[src/rtl/led_pwm_lbus.sv]
// Multi-channel LED controller on the XT local bus: static, PWM, blink and blink-gated PWM
// per channel, sharing one prescaler / PWM counter / blink timebase.
module led_pwm_lbus #(
    parameter int         LED_NUM    = 8,
    parameter int         PWM_BITS   = 8,
    parameter int         PRESCALE_W = 16,
    parameter logic [7:0] BASE_ADDR  = 8'd20,
    parameter bit         ACTIVE_LOW = 1'b1
) (
    input  logic                 lb_clk,
    input  logic                 rst_n,
    input  logic [7:0]           xt_lb_addr,
    input  logic [31:0]          xt_lb_wdata,
    input  logic                 xt_lb_wr,
    input  logic                 xt_lb_rd,
    output logic [31:0]          rdata,
    output logic [LED_NUM-1:0]   led
);

    typedef enum logic [1:0] {
        MODE_STATIC    = 2'd0,
        MODE_PWM       = 2'd1,
        MODE_BLINK     = 2'd2,
        MODE_BLINK_PWM = 2'd3
    } led_mode_e;

    logic [LED_NUM-1:0]    r_on;
    logic [2*LED_NUM-1:0]  r_mode;
    logic [PRESCALE_W-1:0] r_presc;
    logic [7:0]            r_blink;
    logic [PWM_BITS-1:0]   r_duty        [LED_NUM];
    logic [PWM_BITS-1:0]   r_duty_active [LED_NUM];

    logic [PRESCALE_W-1:0] r_presc_cnt;
    logic [PWM_BITS-1:0]   r_pwm_cnt;
    logic [7:0]            r_blink_cnt;
    logic                  r_blink_phase;
    logic [LED_NUM-1:0]    r_led;

    logic                  w_wr_on;
    logic                  w_wr_mode;
    logic                  w_wr_presc;
    logic                  w_wr_blink;
    logic [LED_NUM-1:0]    w_wr_duty;
    logic                  w_tick;
    logic                  w_wrap;
    logic [LED_NUM-1:0]    w_pwm_on;
    logic [LED_NUM-1:0]    w_lit;
    logic                  w_unused_wdata;

    assign w_unused_wdata = &{1'b0, xt_lb_wdata};

    always_comb begin
        w_wr_on    = xt_lb_wr && (xt_lb_addr == BASE_ADDR);
        w_wr_mode  = xt_lb_wr && (xt_lb_addr == BASE_ADDR + 8'd1);
        w_wr_presc = xt_lb_wr && (xt_lb_addr == BASE_ADDR + 8'd2);
        w_wr_blink = xt_lb_wr && (xt_lb_addr == BASE_ADDR + 8'd3);
        w_wr_duty  = '0;
        for (int i = 0; i < LED_NUM; i++) begin
            if (xt_lb_wr && (xt_lb_addr == BASE_ADDR + 8'(4 + i))) begin
                w_wr_duty[i] = 1'b1;
            end
        end
    end

    // A PRESC write restarts the prescaler and suppresses any tick due in that cycle.
    assign w_tick = (r_presc_cnt == r_presc) && !w_wr_presc;
    assign w_wrap = w_tick && (&r_pwm_cnt);

    always_ff @(posedge lb_clk or negedge rst_n) begin
        if (!rst_n) begin
            r_on    <= '0;
            r_mode  <= '0;
            r_presc <= '0;
            r_blink <= '0;
            for (int i = 0; i < LED_NUM; i++) begin
                r_duty[i] <= '0;
            end
        end else begin
            if (w_wr_on) begin
                r_on <= xt_lb_wdata[LED_NUM-1:0];
            end
            if (w_wr_mode) begin
                r_mode <= xt_lb_wdata[2*LED_NUM-1:0];
            end
            if (w_wr_presc) begin
                r_presc <= xt_lb_wdata[PRESCALE_W-1:0];
            end
            if (w_wr_blink) begin
                r_blink <= xt_lb_wdata[7:0];
            end
            for (int i = 0; i < LED_NUM; i++) begin
                if (w_wr_duty[i]) begin
                    r_duty[i] <= xt_lb_wdata[PWM_BITS-1:0];
                end
            end
        end
    end

    always_ff @(posedge lb_clk or negedge rst_n) begin
        if (!rst_n) begin
            r_presc_cnt   <= '0;
            r_pwm_cnt     <= '0;
            r_blink_cnt   <= '0;
            r_blink_phase <= 1'b0;
        end else begin
            if (w_wr_presc || (r_presc_cnt == r_presc)) begin
                r_presc_cnt <= '0;
            end else begin
                r_presc_cnt <= r_presc_cnt + 1'b1;
            end
            if (w_tick) begin
                r_pwm_cnt <= r_pwm_cnt + 1'b1;
            end
            // Exact-match compare: a lowered BLINK lets the count roll past 255 first.
            if (w_wrap) begin
                if (r_blink_cnt == r_blink) begin
                    r_blink_cnt   <= '0;
                    r_blink_phase <= ~r_blink_phase;
                end else begin
                    r_blink_cnt <= r_blink_cnt + 8'd1;
                end
            end
        end
    end

    // Duty shadow: reloaded only at the period boundary so a period never glitches.
    always_ff @(posedge lb_clk or negedge rst_n) begin
        if (!rst_n) begin
            for (int i = 0; i < LED_NUM; i++) begin
                r_duty_active[i] <= '0;
            end
        end else if (w_wrap) begin
            for (int i = 0; i < LED_NUM; i++) begin
                r_duty_active[i] <= w_wr_duty[i] ? xt_lb_wdata[PWM_BITS-1:0] : r_duty[i];
            end
        end
    end

    always_comb begin
        w_pwm_on = '0;
        w_lit    = '0;
        for (int i = 0; i < LED_NUM; i++) begin
            w_pwm_on[i] = (r_pwm_cnt < r_duty_active[i]);
            case (led_mode_e'(r_mode[2*i +: 2]))
                MODE_STATIC:    w_lit[i] = r_on[i];
                MODE_PWM:       w_lit[i] = r_on[i] & w_pwm_on[i];
                MODE_BLINK:     w_lit[i] = r_on[i] & r_blink_phase;
                MODE_BLINK_PWM: w_lit[i] = r_on[i] & r_blink_phase & w_pwm_on[i];
                default:        w_lit[i] = 1'b0;
            endcase
        end
    end

    always_ff @(posedge lb_clk or negedge rst_n) begin
        if (!rst_n) begin
            r_led <= {LED_NUM{ACTIVE_LOW}};
        end else begin
            r_led <= w_lit ^ {LED_NUM{ACTIVE_LOW}};
        end
    end

    assign led = r_led;

    always_comb begin
        rdata = 32'h0;
        if (xt_lb_rd) begin
            if (xt_lb_addr == BASE_ADDR) begin
                rdata = 32'(r_on);
            end else if (xt_lb_addr == BASE_ADDR + 8'd1) begin
                rdata = 32'(r_mode);
            end else if (xt_lb_addr == BASE_ADDR + 8'd2) begin
                rdata = 32'(r_presc);
            end else if (xt_lb_addr == BASE_ADDR + 8'd3) begin
                rdata = 32'(r_blink);
            end
            for (int i = 0; i < LED_NUM; i++) begin
                if (xt_lb_addr == BASE_ADDR + 8'(4 + i)) begin
                    rdata = 32'(r_duty[i]);
                end
            end
        end
    end

endmodule
[config.mk]
export PLATFORM = sky130hd
export DESIGN_NAME = led_pwm_lbus
export DESIGN_NICKNAME = d
export VERILOG_FILES = /design/src/rtl/led_pwm_lbus.sv
export SDC_FILE = /design/constraint.sdc
export NUM_CORES = 1
export LEC_CHECK = 0
export CELL_PAD_IN_SITES_DETAIL_PLACEMENT = 1
export CELL_PAD_IN_SITES_GLOBAL_PLACEMENT = 1
export CORE_UTILIZATION = 43
export CTS_CLUSTER_SIZE = 10
export DETAILED_ROUTE_END_ITERATION = 12
export GPL_TIMING_DRIVEN = 0
export HOLD_SLACK_MARGIN = 0.1
export PLACE_DENSITY = 0.8
export SLEW_MARGIN = 40
export SYNTH_ARGS = -nofsm -noshare
export SYNTH_HDL_FRONTEND = slang
export SYNTH_SLANG_ARGS = --single-unit
[constraint.sdc]
create_clock -name lb_clk -period 8 [get_ports lb_clk]
set_input_delay 2 -clock lb_clk [delete_from_list [all_inputs] [get_ports lb_clk]]
set_output_delay 2 -clock lb_clk [all_outputs]
set_load 0.02 [all_outputs]
# [Yosys cells after proc, flatten, opt, wreduce, memory -nomap -nowiden]
# Index checks and enable logic that the tools add are counted.
[totals] latch_bits=0 inputBits=44 ff_bits=217 rom_bits=0 ram_bits=0 n_memories=0
[op_classes] n_bitwise=26 div=0 mul=0 add_sub_neg=3 mux=39 reduce_logical=26 n_eq_ne=38 magnitude_cmp=8 shift=0
[op_table] op="$mux 32" count=9
[op_table] op="$eq 8x5->1 const B" count=12
[op_table] op="$mux 8" count=10
[op_table] op="$lt 8x8->1" count=8
[op_table] op="$mux 16" count=4
[op_table] op="$eq 2x2->1 const B" count=16
[op_table] op="$pmux 1 s4" count=8
[op_table] op="$and 1x1->1" count=24
[op_table] op="$add 16x1->16 const B" count=1
[op_table] op="$add 8x1->8 const B" count=2
[op_table] op="$eq 16x16->1" count=1
[op_table] op="$eq 2x1->1 const B" count=8
[op_table] op="$logic_not 2->1" count=8
[op_table] op="$logic_and 1x1->1" count=14
[op_table] op="$eq 8x8->1" count=1
[op_table] op="$mux 1" count=8
[op_table] op="$not 8->8" count=1
[op_table] op="$reduce_and 8->1" count=1
[op_table] op="$reduce_and 2->1" count=1
[op_table] op="$logic_not 1->1" count=1
[op_table] op="$logic_or 1x1->1" count=1
[op_table] op="$not 1->1" count=1

# [Longest topological paths before layout]
# Gate-level depths: netlist of the first run.
[logic_depth] word_depth=14 mapped_depth=10

# [Worst setup path after synthesis of the first run]
# OpenSTA, ideal clock, no wires.
[synth_path] path_kind="input to output" start="input xt_lb_addr[1]" end="output rdata[7]" path_stages=7 path_slack_ns=2.509 t_arrival_ns=3.491 path_buffers=3 required_time_ns=6.000 cell_sequence="buf_2 > buf_1 > clkbuf_1 > a21boi_0 > a221oi_1 > o32a_1 > nor2_1"
[synth_via] elab_chain_len=14 elab_cells_between_ends=25 cone_classes="12 x eq/ne; 13 x mux"
[synth_rtl] item="start: declaration" line="12" text="input logic [7:0] xt_lb_addr,"
[synth_rtl] item="$eq 8x5->1" line="174" text="end else if (xt_lb_addr == BASE_ADDR + 8'd3) begin"
[synth_rtl] item="$mux 8" line="174"
[synth_rtl] item="$mux 16" line="172" text="end else if (xt_lb_addr == BASE_ADDR + 8'd2) begin"
[synth_rtl] item="$mux 16" line="170" text="end else if (xt_lb_addr == BASE_ADDR + 8'd1) begin"
[synth_rtl] item="$mux 16" line="168" text="if (xt_lb_addr == BASE_ADDR) begin"
[synth_rtl] item="$mux 32 (7 in series)" line="178" text="if (xt_lb_addr == BASE_ADDR + 8'(4 + i)) begin"
[synth_rtl] item="$mux 32 *" line="178"
[synth_rtl] item="$mux 32 *" line="167" text="if (xt_lb_rd) begin"
[synth_rtl] item="end: declaration" line="16" text="output logic [31:0] rdata,"
# Mark *: on every way between the ends. The rest lies on a longest branch, timed or not.

# [Worst setup path after layout of the first run]
[layout_path] start="input xt_lb_addr[2]" end="output rdata[5]"
# The elaborated chain is that of the path after synthesis.

==> results of run 1 <==
registers in the layout (all words and copies together), names as in the netlist:
register       flops
r_duty            64
r_duty_active     64
r_mode            16
r_presc           16
r_presc_cnt       16
led                8
r_blink            8
r_blink_cnt        8
r_on               8
r_pwm_cnt          8
r_blink_phase      1
logic make-up (layout without fill, tap and decap cells):
| family | Yosys count | count (layout) | share of synthesized area |
|---|---|---|---|
| AND/OR/NAND/NOR | 230 | 230 | 0.106 |
| flip-flops | 217 | 217 | 0.467 |
| AO/OA/AOI/OAI | 173 | 173 | 0.102 |
| multiplexers | 158 | 158 | 0.173 |
| buffers and inverters | 131 | 223 | 0.0558 |
| adder cells (fa/ha/maj) | 59 | 59 | 0.0634 |
| XOR/XNOR | 42 | 42 | 0.0316 |
| other | 1 | 16 | 0.000322 |
cells in the final DEF, fill, tap and decap left out, drive strengths merged, types with 2 or more instances in the layout:
master / instances
nand4: 11
a31o: 9
conb: 16
and3: 13
a21oi: 56
xnor2: 36
clkbuf: 58
mux4: 8
a21o: 32
nand2: 53
nor3: 3
a2bb2oi: 7
or3: 4
inv: 67
clkdlybuf4s50: 47
and2b: 2
mux2: 149
o31ai: 3
xor2: 6
nor4b: 2
o221ai: 7
a222oi: 7
nor2: 73
dfrtp: 209
nand2b: 21
nand3: 35
nor2b: 5
o21ai: 40
ha: 59
a22oi: 8
buf: 49
and2: 3
dfstp: 8
metal layers:
metal | vias to the layer above | part of all wire
met4 | 0 | 0.028
met1 | 4294 | 0.44
met5 | - | 0
met2 | 168 | 0.50
li1 | 3695 | -
met3 | 50 | 0.034
layout make-up:
cell class / instances / area, µm²
Fill cell: 2808 / 12800
Clock buffer: 39 / 731
Clock inverter: 2 / 35.0
Sequential cell: 217 / 5440
Timing Repair Buffer: 51 / 568
Inverter: 67 / 251
Multi-Input combinational cell: 678 / 5610
Buffer: 64 / 398
Tap cell: 335 / 419
cell usage after synthesis (all sizes together) (9+ instances only):
cell,instances
a21o,32
a21oi,56
a31o,9
and3,13
buf,45
clkbuf,19
dfrtp,209
ha,59
inv,67
mux2,149
nand2,53
nand2b,21
nand3,35
nand4,11
nor2,73
o21ai,40
xnor2,36
power breakdown:
part           internal, mW  switching (mW)
Sequential             1.16           0.121
Combinational         0.220           0.252
Clock                 0.652           0.448
through the flow:
| step | power [mW] | hold WS [ns] |
|---|---|---|
| floorplan | 1.55 | 0.464 |
| global placement | 1.73 | 0.479 |
| detailed placement | 1.76 | 0.488 |
| CTS | 2.87 | 0.509 |
| global route | 2.97 | 0.524 |
| finish | 2.85 | 0.509 |
worst paths after layout:
| path | startpoint | end | slack [ns] | depth (start not counted) |
|---|---|---|---|---|
| worst max register to register | r_presc_cnt[10] | r_duty_active[39] | 5.49 | 7 |
| worst min register to register | r_duty_active[36] | r_duty_active[36] | 0.51 | 1 |
| worst min-delay path | r_duty_active[36] | r_duty_active[36] | 0.51 | 1 |
| worst max-delay path | xt_lb_addr[2] | rdata[5] | 0.88 | 11 |
| max in group asynchronous | rst_n | led[2] | 5.76 | 3 |
| min in group asynchronous | rst_n | r_presc_cnt[13] | 1.27 | 1 |
==> run metrics, run 1 <==
Synth cell types 56; RePlAce Congestion 0.853; grt met1 use 0.332; crit-path max FO 10; failing checks design-rule violations; Final period util 0.890; Required @ worst endpoint ~6 ns; worst path cell trace clkdlybuf4s50_1, buf_2, nor2b_1, and2_1, buf_2, buf_2, nand2_1, a2bb2oi_1, o221ai_1, nand2_1, clkdlybuf4s50_1; PnR worst setup slack roughly 0.9 ns; synth top area cells dfrtp_1 (45%), mux2_2 (9.1%), ha_1 (6.3%); Max Slew Vio Count 0; pin slew with the least headroom to its limit 0.758 ns; Root Buffer clkbuf_16; Ports between 80 and 90; fin cells approximately 1,500; TritonCTS buffer count 26; DP HPWL ~24,000 µm; share of cells above drive strength 1 0.243; CP most frequent cell buf_2; Max Fclk 140 MHz; Vias slightly above 8,000; Min-Delay Path Class reg -> reg; max incr delay on CP 0.63 ns; Post-Syn Area per Cell between 10 and 15 µm²; DRC 5; H-Tree Depth 1; GRT overflow 0; Pleak around 6.7 nW; DR iter-0 viols between 600 and 700; CTS Hold Bufs 0; placed instance count 1,412; largest net degree at the start of global routing between 70 and 80; Vias/cell ~5.6; sequential-to-total area share from yosys stat 0.467; final hold vios 0; crit start category primary input; DR WL/cell 23.2 µm; register bit total from synthesis between 200 and 250; fin crit period 7.12 ns; vias in the first global route about 9,100; grt met3 use 0.0242; die area between 20,000 and 30,000 µm²; fin nets 1,208; Slew headroom 0.494; Antenna Nets Post-Route 0; CORE AREA 26,300 µm²; Worst-path clk slew 0.05 ns; WP data arrival roughly 5.1 ns; Final Setup Violations 0; diode count 0; final core utilization 0.512; post_cts resized 0; Synth-to-Final Area Change 15.5%; pwr dens 212 nW/µm²; # Post-CTS Setup Buffers 0; clk_skew approximately 0.012 ns; Yosys Warn Count 0; ys async rst share 1.00; Max Cap Viol 0; worst skew pair latency roughly 0.53 ns; Post-Place Cell Area approximately 13,000 µm²; worst-case clock buffer depth 3; Initial Util 0.443; Buf/Inv on CP 5; global routing's busiest layer met2; GRT Util Overall 0.252; Pre-antenna DRT Iters 12; maximum vdd drop about 150 µV; status finished with violations; Setup TNS Final 0 ns; row count 59; met2 usage 0.436; routed wire length 33,700 µm; number of synthesized flops with an enable pin 0; first-pass GRT wire length approximately 54,000 µm; TritonCTS Sinks about 220; RSZ-0062 raised after global routing false; Die Width 167 µm; Synth area leader dfrtp_1; initial antenna violation count 0; share of Yosys cell area claimed by the top area cell type 0.449; final instance area around 13,000 µm²; Place WS about 0.98 ns; critical path class in -> out; Primary FF master, synth dfrtp_1; Port Buffers 48; Mapped Cells approximately 1,000; CTS tree built; crit-path leading delay family buffers and inverters; Netlist Area Pre-Place around 12,000 µm²; Die Ht 167 µm; Worst path slowest cell clkdlybuf4s50_1; CP endpoint kind primary output
(Power assumes the default switching activity.)
==> inputs of run 2 (changes only) <==
--- a/config.mk
+++ b/config.mk
@@ -11,8 +11,8 @@
 export CTS_CLUSTER_SIZE = 10
 export DETAILED_ROUTE_END_ITERATION = 12
 export GPL_TIMING_DRIVEN = 0
-export HOLD_SLACK_MARGIN = 0.1
 export PLACE_DENSITY = 0.8
+export RECOVER_POWER = 50
 export SLEW_MARGIN = 40
 export SYNTH_ARGS = -nofsm -noshare
 export SYNTH_HDL_FRONTEND = slang
==> run 2 against run 1 <==
  * The flow finishes with violations (design-rule violations, max-capacitance violations, max-slew violations)
  * Clock-buffer cell count unchanged
  * First-iteration DRC count increased by 11%
  * Combinational power decreased by 1%
  * Critical path type unchanged
  * Critical endpoint unchanged
  * Largest power group unchanged
  * Highest routed layer unchanged
==> run metrics, run 2 (same netlist as run 1, synthesis figures left out) <==
routed wire length between 30,000 and 40,000 µm; status finished with violations; DR WL/cell around 23 µm; worst-case clock buffer depth 3; maximum vdd drop roughly 150 µV; largest net degree at the start of global routing 77; Antenna Nets Post-Route 0; Ports 84; Top Layer Used met4; pin slew with the least headroom to its limit between 3 and 4 ns; CORE AREA between 20,000 and 30,000 µm²; Initial Util 0.443; Worst Hold Margin between 0.5 and 0.6 ns; CTS Hold Bufs 0; Max Slew Vio Count between 200 and 250; TritonCTS Sinks between 200 and 250; clk_skew 0.0107 ns; GRT Util Overall 0.252; Required @ worst endpoint around 6.0 ns; WP data arrival ~5.2 ns; Max Fclk 138 MHz; Slew headroom -1.65; first-pass GRT wire length between 50,000 and 60,000 µm; fin cells roughly 1,500; PnR worst setup slack roughly 0.78 ns; Final Setup Violations 0; # Post-CTS Setup Buffers 0; Max Cap Viol 3; Die Width 167 µm; pwr dens 213 nW/µm²; worst skew pair latency between 0.5 and 0.6 ns; DRC 6; wire length on met2 ~17,000 µm; GRT overflow 0; DR iter-0 viols 697; final hold vios 0; Pleak roughly 6.7 nW; H-Tree Depth 1; routed length on met1 14,600 µm; Final period util 0.903; crit-path max FO 10; crit start category primary input; row count between 50 and 60; most frequent cells in the layout dfrtp_1 (209), mux2_2 (94), nor2_1 (72); post_cts resized 0; diode count 0; Vias/cell about 5.7; critical path class in -> out; RePlAce Congestion roughly 0.85; Root Buffer clkbuf_16; Pre-antenna DRT Iters 8; commonest non-fill, non-tap cell in the layout dfrtp_1; Die Ht 167 µm; CP endpoint kind primary output; Synth-to-Final Area Change 14.7%; met3 WL post-DR ~1300 µm; share of cells above drive strength 1 0.239; failing checks design-rule violations, max-capacitance violations, max-slew violations; Port Buffers between 40 and 50; RSZ-0062 raised after global routing false; CTS tree built; DP HPWL between 20,000 and 25,000 µm; initial antenna violation count 0; final core utilization 0.508; Min-Delay Path Class reg -> reg; Worst-path clk slew about 0.05 ns; die area ~28,000 µm²; Vias 8,210; Place WS ~0.98 ns; placed instance count 1,412; fin crit period 7.22 ns; TritonCTS buffer count 26; Largest regs r_duty x64, r_duty_active x64; fin nets 1,208; vias in the first global route 9,097
[run 2: cell count changes in the layout (fill, tap and decap cells not counted)]
cell             previous run  this run
clkbuf_1                   30        34
dlygate4sd3_1               0         1
nand2_1                    48        49
clkdlybuf4s50_1            47        46
buf_6                       6         5
clkbuf_2                    0         1
buf_8                       3         2
nand2_4                     4         3
buf_16                      3         0
[run 2: per-layer routing]
layer,up-vias,global-route usage
li1,3693,-
met1,4283,0.332
met2,179,0.436
met3,55,0.0242
met4,0,0.0805
met5,-,0
[run 2: critical path: stages]
cell and delay, ns:
dlygate4sd3_1 0.57, nor4b_4 0.50, and2_1 0.20, buf_2 0.18, buf_2 0.26, nand2_1 0.10
a2bb2oi_1 0.36, o221ai_1 0.22, nand2_1 0.19, clkdlybuf4s50_1 0.64
[run 2: final cells by class]
cell class	count	area [µm²]
inverter	67	251
timing repair buffer	51	487
clock inverter	2	35.0
fill	2816	12900
clock buffer	39	731
sequential	217	5440
tap	335	419
multi-input combinational	678	5610
buffer	64	390
[run 2: path summary, 6_finish.rpt]
check                                   from                end  slack (ns)  cells after the start
max in group asynchronous              rst_n  r_duty_active[48]        1.60                      3
hold / removal             r_duty_active[36]  r_duty_active[36]        0.51                      1
hold reg to reg            r_duty_active[36]  r_duty_active[36]        0.51                      1
setup / recovery               xt_lb_addr[5]           rdata[5]        0.78                     10
setup reg to reg             r_presc_cnt[10]  r_duty_active[39]        5.47                      7
min in group asynchronous              rst_n    r_presc_cnt[13]        1.44                      1
[run 2: through the flow]
stage | cell area, µm² | TNS (ns) | total power, mW
6_report | 13400 | 0 | 2.84
5_1_grt | 13400 | 0 | 2.97
4_1_cts | 13500 | 0 | 2.87
3_5_place_dp | 12700 | 0 | 1.76
3_3_place_gp | 12600 | -918.55 | 1.73
2_1_floorplan | 11700 | 0 | 1.55
[run 2: where the power goes]
part           total, mW  switching [mW]  internal, mW
registers           1.28           0.120          1.16
logic              0.467           0.252         0.215
clock network       1.10           0.446         0.652
